$ cat config.mk
export PLATFORM = sky130hd
export DESIGN_NAME = fetch_queue
export DESIGN_NICKNAME = d
export VERILOG_FILES = /design/src/rtl/cpu_pkg.sv /design/src/rtl/fq_regfile.sv /design/src/rtl/fetch_queue.sv
export SDC_FILE = /design/constraint.sdc
export NUM_CORES = 1
export LEC_CHECK = 0
export ABC_AREA = 1
export CAP_MARGIN = 10
export CORE_ASPECT_RATIO = 0.7
export CORE_MARGIN = 3
export CORE_UTILIZATION = 50
export CTS_CLUSTER_SIZE = 24
export DETAILED_ROUTE_END_ITERATION = 10
export PLACE_DENSITY = 0.73
export SETUP_SLACK_MARGIN = 0.02
export SLEW_MARGIN = 20
export SYNTH_ARGS = -nofsm -noshare
export SYNTH_HDL_FRONTEND = slang
export SYNTH_HIERARCHICAL = 1
export SYNTH_SLANG_ARGS = --single-unit
export TNS_END_PERCENT = 100
$ cat constraint.sdc
create_clock -name clock -period 6.5 [get_ports clock]
set_input_delay 0.975 -clock clock [delete_from_list [all_inputs] [get_ports clock]]
set_output_delay 0.975 -clock clock [all_outputs]
set_load 0.03 [all_outputs]
$ cat src/rtl/cpu_pkg.sv
// Shared CPU constants used by the front-end blocks.
// Fetch queue sizing and the architectural reset PC live here.
package cpu_pkg;

   localparam logic [31:0] RESET_PC = 32'h0040_0000;
   localparam int          FQ_DEPTH = 4;
   localparam int          INSTR_W  = 32;

endpackage

$ cat src/rtl/fq_regfile.sv
// Fetch queue entry storage: one write port, one async read port.
// No reset; entry validity is tracked by the owner's count.
module fq_regfile
   import cpu_pkg::*;
#(
   parameter int DEPTH = FQ_DEPTH,
   parameter int DW    = 2 * INSTR_W,
   parameter int AW    = $clog2(DEPTH)
) (
   input  logic          clock,
   input  logic          we,
   input  logic [AW-1:0] waddr,
   input  logic [DW-1:0] wdata,
   input  logic [AW-1:0] raddr,
   output logic [DW-1:0] rdata
);

   logic [DW-1:0] mem [DEPTH];

   always_ff @(posedge clock) begin
      if (we)
         mem[waddr] <= wdata;
   end

   assign rdata = mem[raddr];

endmodule

$ cat src/rtl/fetch_queue.sv
// Fetch-to-decode instruction queue with flush and PC-hold stall.
// Handshake outputs depend only on registered count (no bypass).
module fetch_queue
   import cpu_pkg::*;
#(
   parameter int DEPTH = FQ_DEPTH,
   parameter int WIDTH = INSTR_W
) (
   input  logic                       clock,
   input  logic                       reset,
   input  logic                       flush,
   input  logic                       enq_valid,
   input  logic [WIDTH-1:0]           enq_pc,
   input  logic [WIDTH-1:0]           enq_instr,
   output logic                       enq_ready,
   output logic                       stall_signal,
   output logic                       deq_valid,
   output logic [WIDTH-1:0]           deq_pc,
   output logic [WIDTH-1:0]           deq_instr,
   input  logic                       deq_ready,
   output logic [$clog2(DEPTH):0]     count
);

   localparam int PW = $clog2(DEPTH);
   localparam int CW = PW + 1;
   localparam logic [CW-1:0] FULL = CW'(DEPTH);

   logic [PW-1:0]      rd_ptr;
   logic [PW-1:0]      wr_ptr;
   logic [CW-1:0]      cnt;
   logic [2*WIDTH-1:0] rd_data;
   logic               enq_fire;
   logic               deq_fire;

   assign enq_ready    = (cnt != FULL);
   assign stall_signal = ~enq_ready;
   assign deq_valid    = (cnt != '0);
   assign count        = cnt;

   assign enq_fire = enq_valid & enq_ready;
   assign deq_fire = deq_valid & deq_ready;

   always_ff @(posedge clock or posedge reset) begin
      if (reset) begin
         rd_ptr <= '0;
         wr_ptr <= '0;
         cnt    <= '0;
      end else if (flush) begin
         rd_ptr <= '0;
         wr_ptr <= '0;
         cnt    <= '0;
      end else begin
         if (enq_fire)
            wr_ptr <= wr_ptr + PW'(1);
         if (deq_fire)
            rd_ptr <= rd_ptr + PW'(1);
         case ({enq_fire, deq_fire})
            2'b10:   cnt <= cnt + CW'(1);
            2'b01:   cnt <= cnt - CW'(1);
            default: cnt <= cnt;
         endcase
      end
   end

   fq_regfile #(
      .DEPTH (DEPTH),
      .DW    (2 * WIDTH),
      .AW    (PW)
   ) u_regfile (
      .clock (clock),
      .we    (enq_fire & ~flush),
      .waddr (wr_ptr),
      .wdata ({enq_pc, enq_instr}),
      .raddr (rd_ptr),
      .rdata (rd_data)
   );

   // Empty queue presents zeros rather than stale storage.
   assign {deq_pc, deq_instr} = deq_valid ? rd_data : '0;

endmodule

==> summary.txt, run 1 <==
Timing
  – # setup viols final: 0
  – Post-route setup slack: ~1.8 ns
  – Setup_tns: 0 ns
  – Post-route minimum period: approximately 4.7 ns
  – Slew HR: between 40% and 50%
  – Unrepaired setup endpoints after global routing: no
  – Hold Vio Cnt, Final: 0
  – Slew @ Worst Pin: roughly 0.88 ns
  – Max frequency: 213 MHz
  – Worst Hold Margin: ~0.62 ns
  – Final period utilization: 72.1%
  – Skew final: ~0.0094 ns
  – Max-slew violations: 0

Final layout
  – Diodes inserted: 0
  – Total Nets Final: between 1000 and 1500
  – Area Overhead vs Synth: 20.0%
  – Layout cells sized above 1: around 4.8%

Clocking
  – H-tree depth: 1
  – Clock sink total: 263
  – CTS hold repair buffers: 0
  – Cts repair resizes: 0
  – CTS tree: yes
  – TritonCTS buffer count: 25
  – Clock root buffer: clkbuf_16
  – Bufs on Longest Clock Path: 3
  – # Post-CTS Setup Buffers: 0
  – Clock latency at the later pin of the worst-skew pair: about 0.5 ns
  – Clock transition at path regs: around 0.06 ns

Route
  – Via density: 4.71
  – Antenna Nets Post-Route: 0
  – Final WL: 24.2 mm
  – DR DRC count: 0
  – Wire per inst: between 10 and 15 um
  – DRT iter0 DRCs: 526
  – First-pass iteration count of the detailed router: 5
  – Vias: 7811

Global route
  – Gr usage total: 18.9%
  – First-pass GRT wire length: between 30 and 40 mm
  – Grt ovf: 0
  – Initial antenna violation count: 0
  – Largest net degree at the start of global routing: 77
  – Vias in the first global route: 7520

Logic synthesis
  – Post-Syn Area: 11800 sq um
  – Simple-gate area share of the yosys netlist: 19.3%
  – Post-synthesis compound-gate area fraction: 0.245%
  – Gate Count Post-Synth: 1202
  – Post-Synth Adder-Cell Area: less than 1%
  – FFs w/ async S/R, synth: under 10%
  – Post-synthesis sequential area ratio: 66.9%
  – Post-synth EDFFs: 256
  – FF+latch count, synth: around 260
  – Post-synth top flop: edfxtp_1
  – Netlist cell types: 24
  – Synth Warn #: 6
  – Syn_nets: roughly 1300
  – Main combinational cell family by area after synthesis: simple AND/OR/NAND/NOR gates
  – Avg Cell Area, Syn: 9.78 sq um
  – Post-synthesis xor/xnor area fraction: less than 1%
  – Mux cell area share after synthesis: 0%

Floorplanning
  – Die Span Y: approximately 130 um
  – Core area: ~23000 sq um
  – Initial core utilization: ~51%
  – Die width: roughly 190 um
  – Row cnt: between 40 and 50
  – Io pins: around 140
  – Die footprint: between 20000 and 30000 sq um

Placement
  – DP HPWL: 14.0 mm
  – Pre-CTS WS: roughly 2.3 ns
  – IO buf count: 138
  – Placer Congestion: ~0.74

Flow run
  – Max Cap Viol: 0

Power
  – Cell Pwr Density: between 300 and 400 nW/um^2
  – Worst VDD drop: about 0.26 mV
  – Leak: between 6 and 7 nW

Worst setup path
  – Reg2reg path depth: 7
  – WP data required: 5.52 ns
  – Worst Path Max Fanout: 76
  – Worst R2R Start: count[0]
  – Reg2Reg Capture Point: u_regfile/mem[3][45]
  – R2R setup slack: ~4.2 ns
  – WS Path Type: flip-flop to output port
  – Critical Path Start Type: flip-flop
  – Worst EP arrival: 3.71 ns
  – Critical path capture point type: output port

Hold path
  – Hold EP: wr_ptr[1]
  – Hold Path Depth: 2
  – Hold Path Origin: wr_ptr[1]
  – Hold Crit Class: flip-flop to flip-flop

Status
  – Status: finished clean
-- how the worst max path moves through the flow --
stage | slack (ns) | depth (start not counted) | from | end
final | 1.81 | 8 | rd_ptr[0] | deq_instr[8]
after global routing | 1.57 | 8 | rd_ptr[0] | deq_instr[14]
after CTS | 1.76 | 8 | rd_ptr[0] | deq_instr[8]
after detailed placement | 2.31 | 8 | rd_ptr[0] | deq_instr[8]
after global placement | 2.41 | 8 | rd_ptr[0] | deq_instr[12]
after floorplan | 0.39 | 4 | enq_valid | u_regfile/mem[1][0]
-- cells in the final DEF, fill, tap and decap left out, types with 3 or more instances in the layout --
cell type	n
a21oi_1	3
clkdlybuf4s50_1	138
nand2_2	4
nand3_1	130
dfrtp_1	5
clkbuf_1	7
nand4_1	3
inv_1	335
nand2_1	331
nor3_2	3
clkbuf_16	25
nor2_1	68
edfxtp_1	256
buf_4	11
inv_2	3
clkinv_1	3
-- per-layer routing --
layer / part of all wire [%] / vias up / track usage [%] / wire (um)
li1: - / 3917 / - / -
met1: 46 / 3622 / 26.6 / 11000
met2: 46 / 235 / 31.2 / 11100
met3: 6.2 / 37 / 2.80 / 1500
met4: 2.2 / 0 / 4.60 / 526
met5: 0 / - / 0 / 0
-- synth_stat cells, types with 2 or more instances --
cell / number / area (sq um)
inv_1: 335 / 1260
nand2_1: 331 / 1240
edfxtp_1: 256 / 7690
nand3_1: 130 / 651
nor2_1: 68 / 255
buf_2: 21 / 105
buf_4: 14 / 105
dfrtp_1: 7 / 175
buf_6: 6 / 67.6
nor3_1: 5 / 25.0
clkbuf_1: 4 / 15.0
inv_2: 4 / 15.0
nand2_2: 4 / 25.0
a21oi_1: 3 / 15.0
nand4_1: 3 / 18.8
buf_1: 2 / 7.51
nand2_4: 2 / 22.5
-- through the flow --
step	cell area (sq um)	utilization, %	std cells	power, mW
after detailed placement	13400	58.3	1617	4.12
after CTS	14100	61.6	1659	5.47
after floorplan	11800	-	1202	3.39
after global routing	14100	61.6	1659	5.69
final	14100	61.6	1659	5.41
after global placement	13400	58.3	1617	4.09
-- critical path, stage by stage, from the launching register on --
cell,delay (ns)
dfrtp_4,0.76
inv_4,0.72
buf_4,0.62
nand2_1,0.14
nand3_1,0.11
nand2_1,0.07
inv_1,0.09
nor2_1,0.05
clkdlybuf4s50_1,0.62
-- sequential cells by signal, indices dropped and copies added, names as in the netlist --
signal,flops
count,3
rd_ptr,2
u_regfile/mem,256
wr_ptr,2
-- cell type report --
cell class,instances,area (sq um)
Clock buffer,34,679
Tap cell,312,390
Timing Repair Buffer,150,1480
Sequential cell,263,7870
Fill cell,1887,8790
Multi-Input combinational cell,553,2350
Inverter,339,1270
Clock inverter,8,70.1
-- report_power, final --
| part | switching [mW] | internal [mW] | leakage [nW] |
|---|---|---|---|
| logic | 1.32 | 0.718 | 3.68 |
| clock network | 0.574 | 0.767 | 0.358 |
| registers | 0.0747 | 1.96 | 2.41 |
-- cells by family after synthesis --
logic type,Yosys count
and+or+nand+nor,546
buffers and inverters,386
DFF,263
AOI/OAI and AO/OA,5
xor gates and xnor gates,1
adders and majority gates,1
No activity file was read; power rests on OpenSTA's default activity.
==> inputs of run 2 (changes only) <==
==> constraint.sdc (replaced) <==
create_clock -name clock -period 4.9 [get_ports clock]
set_input_delay 0.735 -clock clock [delete_from_list [all_inputs] [get_ports clock]]
set_output_delay 0.735 -clock clock [all_outputs]
set_load 0.03 [all_outputs]
==> run 2 against run 1 <==
- power up 31%
- critical path depth down 1
- core utilization down 0.17 points
- via count down 0.84%
- combinational power up 33%
- sequential power up 32%
- flip-flop and latch count unchanged
==> summary.txt, run 2 (synthesis gave the netlist of run 1 again) <==
Status
  – Status: finished clean

Timing
  – Max frequency: between 200 and 300 MHz
  – Max-slew violations: 0 (unchanged)
  – Post-route setup slack: 0.974 ns (-0.840 ns)
  – # setup viols final: 0 (unchanged)
  – Final period utilization: approximately four fifths
  – Skew final: 0.00926 ns (-0.000171 ns)
  – Setup_tns: 0 ns (unchanged)
  – Slew @ Worst Pin: 1.02 ns (+0.140 ns)
  – Hold Vio Cnt, Final: 0 (unchanged)
  – Unrepaired setup endpoints after global routing: no
  – Slew HR: 31.8% (-9.3 points)
  – Post-route minimum period: approximately 3.9 ns

Route
  – Metal3 WL: 1.72 mm (+15%)
  – Via density: 4.67 (-0.73%)
  – Final WL: 23.9 mm (-1.2%)
  – Antenna Nets Post-Route: 0 (unchanged)
  – First-pass iteration count of the detailed router: 5 (unchanged)
  – Vias: 7745 (-0.84%)
  – Max Used Layer: met5
  – Metal2 WL: 10.9 mm (-1.9%)
  – Metal-1 WL: 10.8 mm (-2.2%)
  – DRT iter0 DRCs: 614 (+17%)
  – DR DRC count: 0 (unchanged)
  – Wire per inst: 14.4 um (-1.1%)

Power
  – Cell Pwr Density: 505 nW/um^2 (+32%)
  – Worst VDD drop: 0.405 mV (+55%)
  – Leak: 6.44 nW (-0.27%)

Hold path
  – Hold Crit Class: input port to asynchronous set/reset pin

Clocking
  – Clock latency at the later pin of the worst-skew pair: 0.51 ns (about the same)
  – # Post-CTS Setup Buffers: 0 (unchanged)
  – CTS hold repair buffers: 0 (unchanged)
  – Bufs on Longest Clock Path: 3 (unchanged)
  – CTS tree: yes
  – Clock root buffer: clkbuf_16
  – Cts repair resizes: 0 (unchanged)
  – Clock transition at path regs: 0.06 ns (about the same)
  – H-tree depth: 1 (unchanged)
  – TritonCTS buffer count: 24 (-4.0%)
  – Clock sink total: 263 (unchanged)

Global route
  – Initial antenna violation count: 1 (+1)
  – Largest net degree at the start of global routing: 90 (+17%)
  – First-pass GRT wire length: 38.3 mm (-0.22%)
  – Gr usage total: 18.8% (-0.049 points)
  – Vias in the first global route: 7440 (-1.1%)
  – Grt ovf: 0 (unchanged)

Final layout
  – Total Nets Final: 1399 (-0.21%)
  – Most frequent cells in the layout: inv_1, nand2_1, edfxtp_1
  – Final Cell Area: 14100 sq um (-0.27%)
  – Final core utilization: 61.5% (-0.17 points)
  – Diodes inserted: 0 (unchanged)
  – Max FFs per register: 256 (unchanged)
  – Layout cells sized above 1: 4.39% (-0.36 points)
  – Area Overhead vs Synth: 19.7%
  – Fill count: 1888 (+0.053%)
  – Post-route insts no fill: 1657 (-0.12%)
  – Most flop-heavy register: u_regfile/mem
  – Most common cell after layout, fill and taps aside: inv_1

Placement
  – Pre-CTS WS: 1.45 ns (-0.864 ns)
  – Area post-placement: 13400 sq um (about the same)
  – # placed instances: 1615 (-0.12%)
  – DP HPWL: 13.5 mm (-3.3%)
  – IO buf count: 138 (unchanged)
  – Placer Congestion: 0.781 (+5.6%)

Floorplanning
  – Io pins: 139 (unchanged)
  – Initial core utilization: 51.3% (unchanged)
  – Die width: 189 um (unchanged)
  – Die Span Y: 134 um (unchanged)
  – Core area: 22900 sq um (unchanged)
  – Die footprint: 25400 sq um (unchanged)
  – Row cnt: 46 (unchanged)

Worst setup path
  – Worst EP arrival: 3.19 ns (-0.52 ns)
  – Critical Path Start Type: flip-flop
  – Critical path capture point type: output port
  – Reg2Reg Capture Point: u_regfile/mem[1][47]
  – WS Path Type: flip-flop to output port
  – Worst R2R Start: count[0]
  – Worst Path Max Fanout: 89 (+17%)
  – WP data required: 4.16 ns (-1.36 ns)
  – R2R setup slack: 2.59 ns (-1.63 ns)
  – Crit path launch: rd_ptr[0]
  – Worst setup endpoint: deq_pc[13]
  – Reg2reg path depth: 7 (unchanged)

Flow run
  – Max Cap Viol: 0 (unchanged)
## run 2: stage by stage
stage	hold WS (ns)	power, mW
after floorplan	0.515	4.50
after global placement	0.576	5.42
after detailed placement	0.597	5.46
after CTS	0.472	7.19
after global routing	0.484	7.50
final	0.479	7.11
## run 2: layer usage
layer / vias up / GRT usage, %
met1: 3541 / 26.8
li1: 3911 / -
met2: 254 / 30.7
met3: 37 / 3.16
met4: 2 / 4.39
met5: - / 0
## run 2: report_power, final
group / switching, mW / internal, mW / total, mW
sequential: 0.0777 / 2.60 / 2.68
combinational: 1.75 / 0.958 / 2.71
clock: 0.741 / 0.982 / 1.72
## run 2: final cells by class
| type | instances | area, sq um | area share (%) |
|---|---|---|---|
| repair buffers | 148 | 1480 | 10.5 |
| clock inverters | 9 | 63.8 | 0.453 |
| multi-input cells | 553 | 2340 | 16.7 |
| clock buffers | 33 | 656 | 4.66 |
| well taps | 312 | 390 | 2.77 |
| inverters | 339 | 1270 | 9.06 |
| flip-flops and latches | 263 | 7870 | 55.9 |
## run 2: worst min path at each step
stage,start,end,slack [ns],cells after the start
floorplan,wr_ptr[0],wr_ptr[0],0.51,1
global placement,wr_ptr[1],wr_ptr[1],0.58,2
detailed placement,wr_ptr[0],wr_ptr[0],0.60,1
CTS,reset,wr_ptr[0],0.47,2
global route,reset,wr_ptr[0],0.48,2
finish,reset,wr_ptr[0],0.48,2
## run 2: worst max-delay path: stages (launching register included)
cell             delay, ns
dfrtp_4               0.73
buf_4                 0.84
nand2_1               0.14
nand3_1               0.12
nand2_1               0.10
inv_1                 0.06
nor2_1                0.04
clkdlybuf4s50_1       0.62
==> inputs of run 3 (changes only) <==
--- a/config.mk
+++ b/config.mk
@@ -12,7 +12,7 @@
 export CORE_UTILIZATION = 50
 export CTS_CLUSTER_SIZE = 24
 export DETAILED_ROUTE_END_ITERATION = 10
-export PLACE_DENSITY = 0.73
+export PLACE_DENSITY = 0.75
 export SETUP_SLACK_MARGIN = 0.02
 export SLEW_MARGIN = 20
 export SYNTH_ARGS = -nofsm -noshare
==> constraint.sdc (replaced) <==
create_clock -name clock -period 3.35 [get_ports clock]
set_input_delay 0.5025 -clock clock [delete_from_list [all_inputs] [get_ports clock]]
set_output_delay 0.5025 -clock clock [all_outputs]
set_load 0.03 [all_outputs]
==> run 3 against run 2 <==
- setup slack got worse by 0.78 ns
- global-route usage up 0.15 points
- power rose by 50%
- flip-flop and latch count is the same
- register-to-register slack got worse by 1.4 ns
- die area did not move
- cell count increased by 0.84%
- sequential power up 46%
==> summary.txt, run 3 (synthesis gave the netlist of run 1 again) <==
Global route
  – Gr usage total: 19.0% (+0.15 points)
  – Grt ovf: 0 (unchanged)
  – Initial antenna violation count: 2 (+1)
  – First-pass GRT wire length: 38.5 mm (+0.58%)
  – Largest net degree at the start of global routing: 107 (+19%)
  – Vias in the first global route: 7476 (+0.48%)

Final layout
  – Max FFs per register: 256 (unchanged)
  – Most flop-heavy register: u_regfile/mem
  – Area Overhead vs Synth: 21.7%
  – Total Nets Final: 1409 (+0.71%)
  – Most frequent cells in the layout: inv_1, nand2_1, edfxtp_1
  – Layout cells sized above 1: 6.18% (+1.8 points)
  – Fill count: 1817 (-3.8%)
  – Post-route insts no fill: 1671 (+0.84%)
  – Most common cell after layout, fill and taps aside: inv_1
  – Final core utilization: 62.5% (+1.0 points)
  – Diodes inserted: 0 (unchanged)

Flow run
  – Max Cap Viol: 0 (unchanged)

Worst setup path
  – Critical path capture point type: output port
  – Critical Path Start Type: flip-flop
  – R2R setup slack: 1.20 ns (-1.39 ns)
  – Reg2reg path depth: 7 (unchanged)
  – Reg2Reg Capture Point: u_regfile/mem[0][35]
  – WS Path Type: flip-flop to output port
  – Worst EP arrival: 2.65 ns (-0.54 ns)
  – WP data required: 2.85 ns (-1.31 ns)
  – Worst Path Max Fanout: 106 (+19%)
  – Worst R2R Start: count[0]

Power
  – Leak: 6.58 nW (+2.2%)
  – Cell Pwr Density: 743 nW/um^2 (+47%)
  – Tot Pwr: 10.6 mW (+50%)
  – Sw Share: 36.2% (about the same)
  – Combinational power share: 38.2% (about the same)
  – Seq pwr share: 36.6% (-1.1 points)
  – Worst VDD drop: 0.575 mV (+42%)
  – Cell internal pwr: 6.79 mW (+50%)
  – Switch Pwr: 3.85 mW (+50%)
  – Clock network fraction of total power: 25.2% (+1.0 points)

Route
  – DRT iter0 DRCs: 553 (-9.9%)
  – Vias: 7776 (+0.40%)
  – DR DRC count: 0 (unchanged)
  – Antenna Nets Post-Route: 0 (unchanged)
  – Final WL: 23.9 mm (+0.28%)
  – First-pass iteration count of the detailed router: 5 (unchanged)
  – Via density: 4.65 (-0.44%)
  – Wire per inst: 14.3 um (-0.56%)

Placement
  – DP HPWL: 14.1 mm (+4.1%)
  – Placer Congestion: 0.730 (-6.6%)
  – Pre-CTS WS: 0.704 ns (-0.744 ns)
  – IO buf count: 138 (unchanged)
  – # placed instances: 1622 (+0.43%)

Timing
  – Max-slew violations: 0 (unchanged)
  – Max frequency: about 320 MHz
  – Post-route setup slack: 0.194 ns (-0.779 ns)
  – Skew final: 0.0144 ns (+0.00515 ns)
  – Slew HR: 63.5% (+32 points)
  – Final period utilization: between 90% and 100%
  – Slew @ Worst Pin: 0.545 ns (-0.478 ns)
  – Hold Vio Cnt, Final: 0 (unchanged)
  – # setup viols final: 0 (unchanged)
  – Unrepaired setup endpoints after global routing: no
  – Post-route minimum period: 3.16 ns
  – Setup_tns: 0 ns (unchanged)

Hold path
  – Hold Crit Class: input port to asynchronous set/reset pin

Clocking
  – TritonCTS buffer count: 26 (+8.3%)
  – Clock root buffer: clkbuf_16
  – Bufs on Longest Clock Path: 3 (unchanged)
  – Clock sink total: 263 (unchanged)
  – Clock latency at the later pin of the worst-skew pair: 0.52 ns (about the same)
  – CTS tree: yes
  – Clock transition at path regs: 0.06 ns (about the same)
  – H-tree depth: 1 (unchanged)

Floorplanning
  – Core area: 22900 sq um (unchanged)
  – Initial core utilization: 51.3% (unchanged)
  – Row cnt: 46 (unchanged)
  – Die width: 189 um (unchanged)
  – Die footprint: 25400 sq um (unchanged)
  – Die Span Y: 134 um (unchanged)
  – Io pins: 139 (unchanged)

Status
  – Status: finished clean
## run 3: worst max-delay path by stage
| stage | from | endpoint | slack, ns |
|---|---|---|---|
| 2_1_floorplan | count[0] | u_regfile/mem[0][0] | -0.76 |
| 3_3_place_gp | rd_ptr[0] | deq_pc[8] | 0.70 |
| 3_5_place_dp | rd_ptr[0] | deq_pc[8] | 0.70 |
| 4_1_cts | rd_ptr[0] | deq_pc[8] | 0.13 |
| 5_1_grt | rd_ptr[0] | deq_instr[19] | 0.06 |
| 6_report | rd_ptr[0] | deq_pc[8] | 0.19 |
## run 3: critical path, stage by stage (launching register included)
cell and delay (ns):
dfrtp_4 0.59, buf_16 0.30, nand2_1 0.13, nand3_1 0.07
nand2_1 0.09, inv_1 0.04, nor2_1 0.18, clkdlybuf4s50_1 0.72
## run 3: final cells by class
type / count / area, sq um / share of cell area, %
clock buffer: 36 / 739 / 5.17
clock inverter: 12 / 61.3 / 0.428
inverter: 339 / 1270 / 8.91
multi-input combinational: 553 / 2370 / 16.6
sequential: 263 / 7870 / 55.0
tap: 312 / 390 / 2.73
timing repair buffer: 156 / 1610 / 11.3
## run 3: timing repair
| action | in CTS | in global routing |
|---|---|---|
| endpoints found under the setup margin | 0 | 4 |
| setup buffers | 0 | 1 |
| resized for setup | 0 | 2 |
| hold buffers | 0 | 0 |
| hold endpoints to repair | 0 | 0 |
## run 3: layer usage
| layer | global-route usage, % | wire length [um] | up-vias |
|---|---|---|---|
| li1 | - | - | 3936 |
| met1 | 26.3 | 10800 | 3552 |
| met2 | 31.1 | 10900 | 246 |
| met3 | 4.13 | 1740 | 38 |
| met4 | 4.19 | 459 | 4 |
| met5 | 0 | 23 | - |
## run 3: per-stage QoR
stage,hold WS [ns],cell area [sq um]
4_1_cts,0.240,14300
3_5_place_dp,0.635,13500
3_3_place_gp,0.626,13500
2_1_floorplan,0.306,11800
6_report,0.243,14300
5_1_grt,0.268,14300
## run 3: power groups by stage
stage	registers, mW	logic (mW)	clock network (mW)
5_1_grt	3.91	4.41	2.90
3_3_place_gp	3.97	4.02	0
2_1_floorplan	3.98	2.60	0
6_report	3.90	4.06	2.68
4_1_cts	3.91	4.08	2.74
3_5_place_dp	3.98	4.06	0
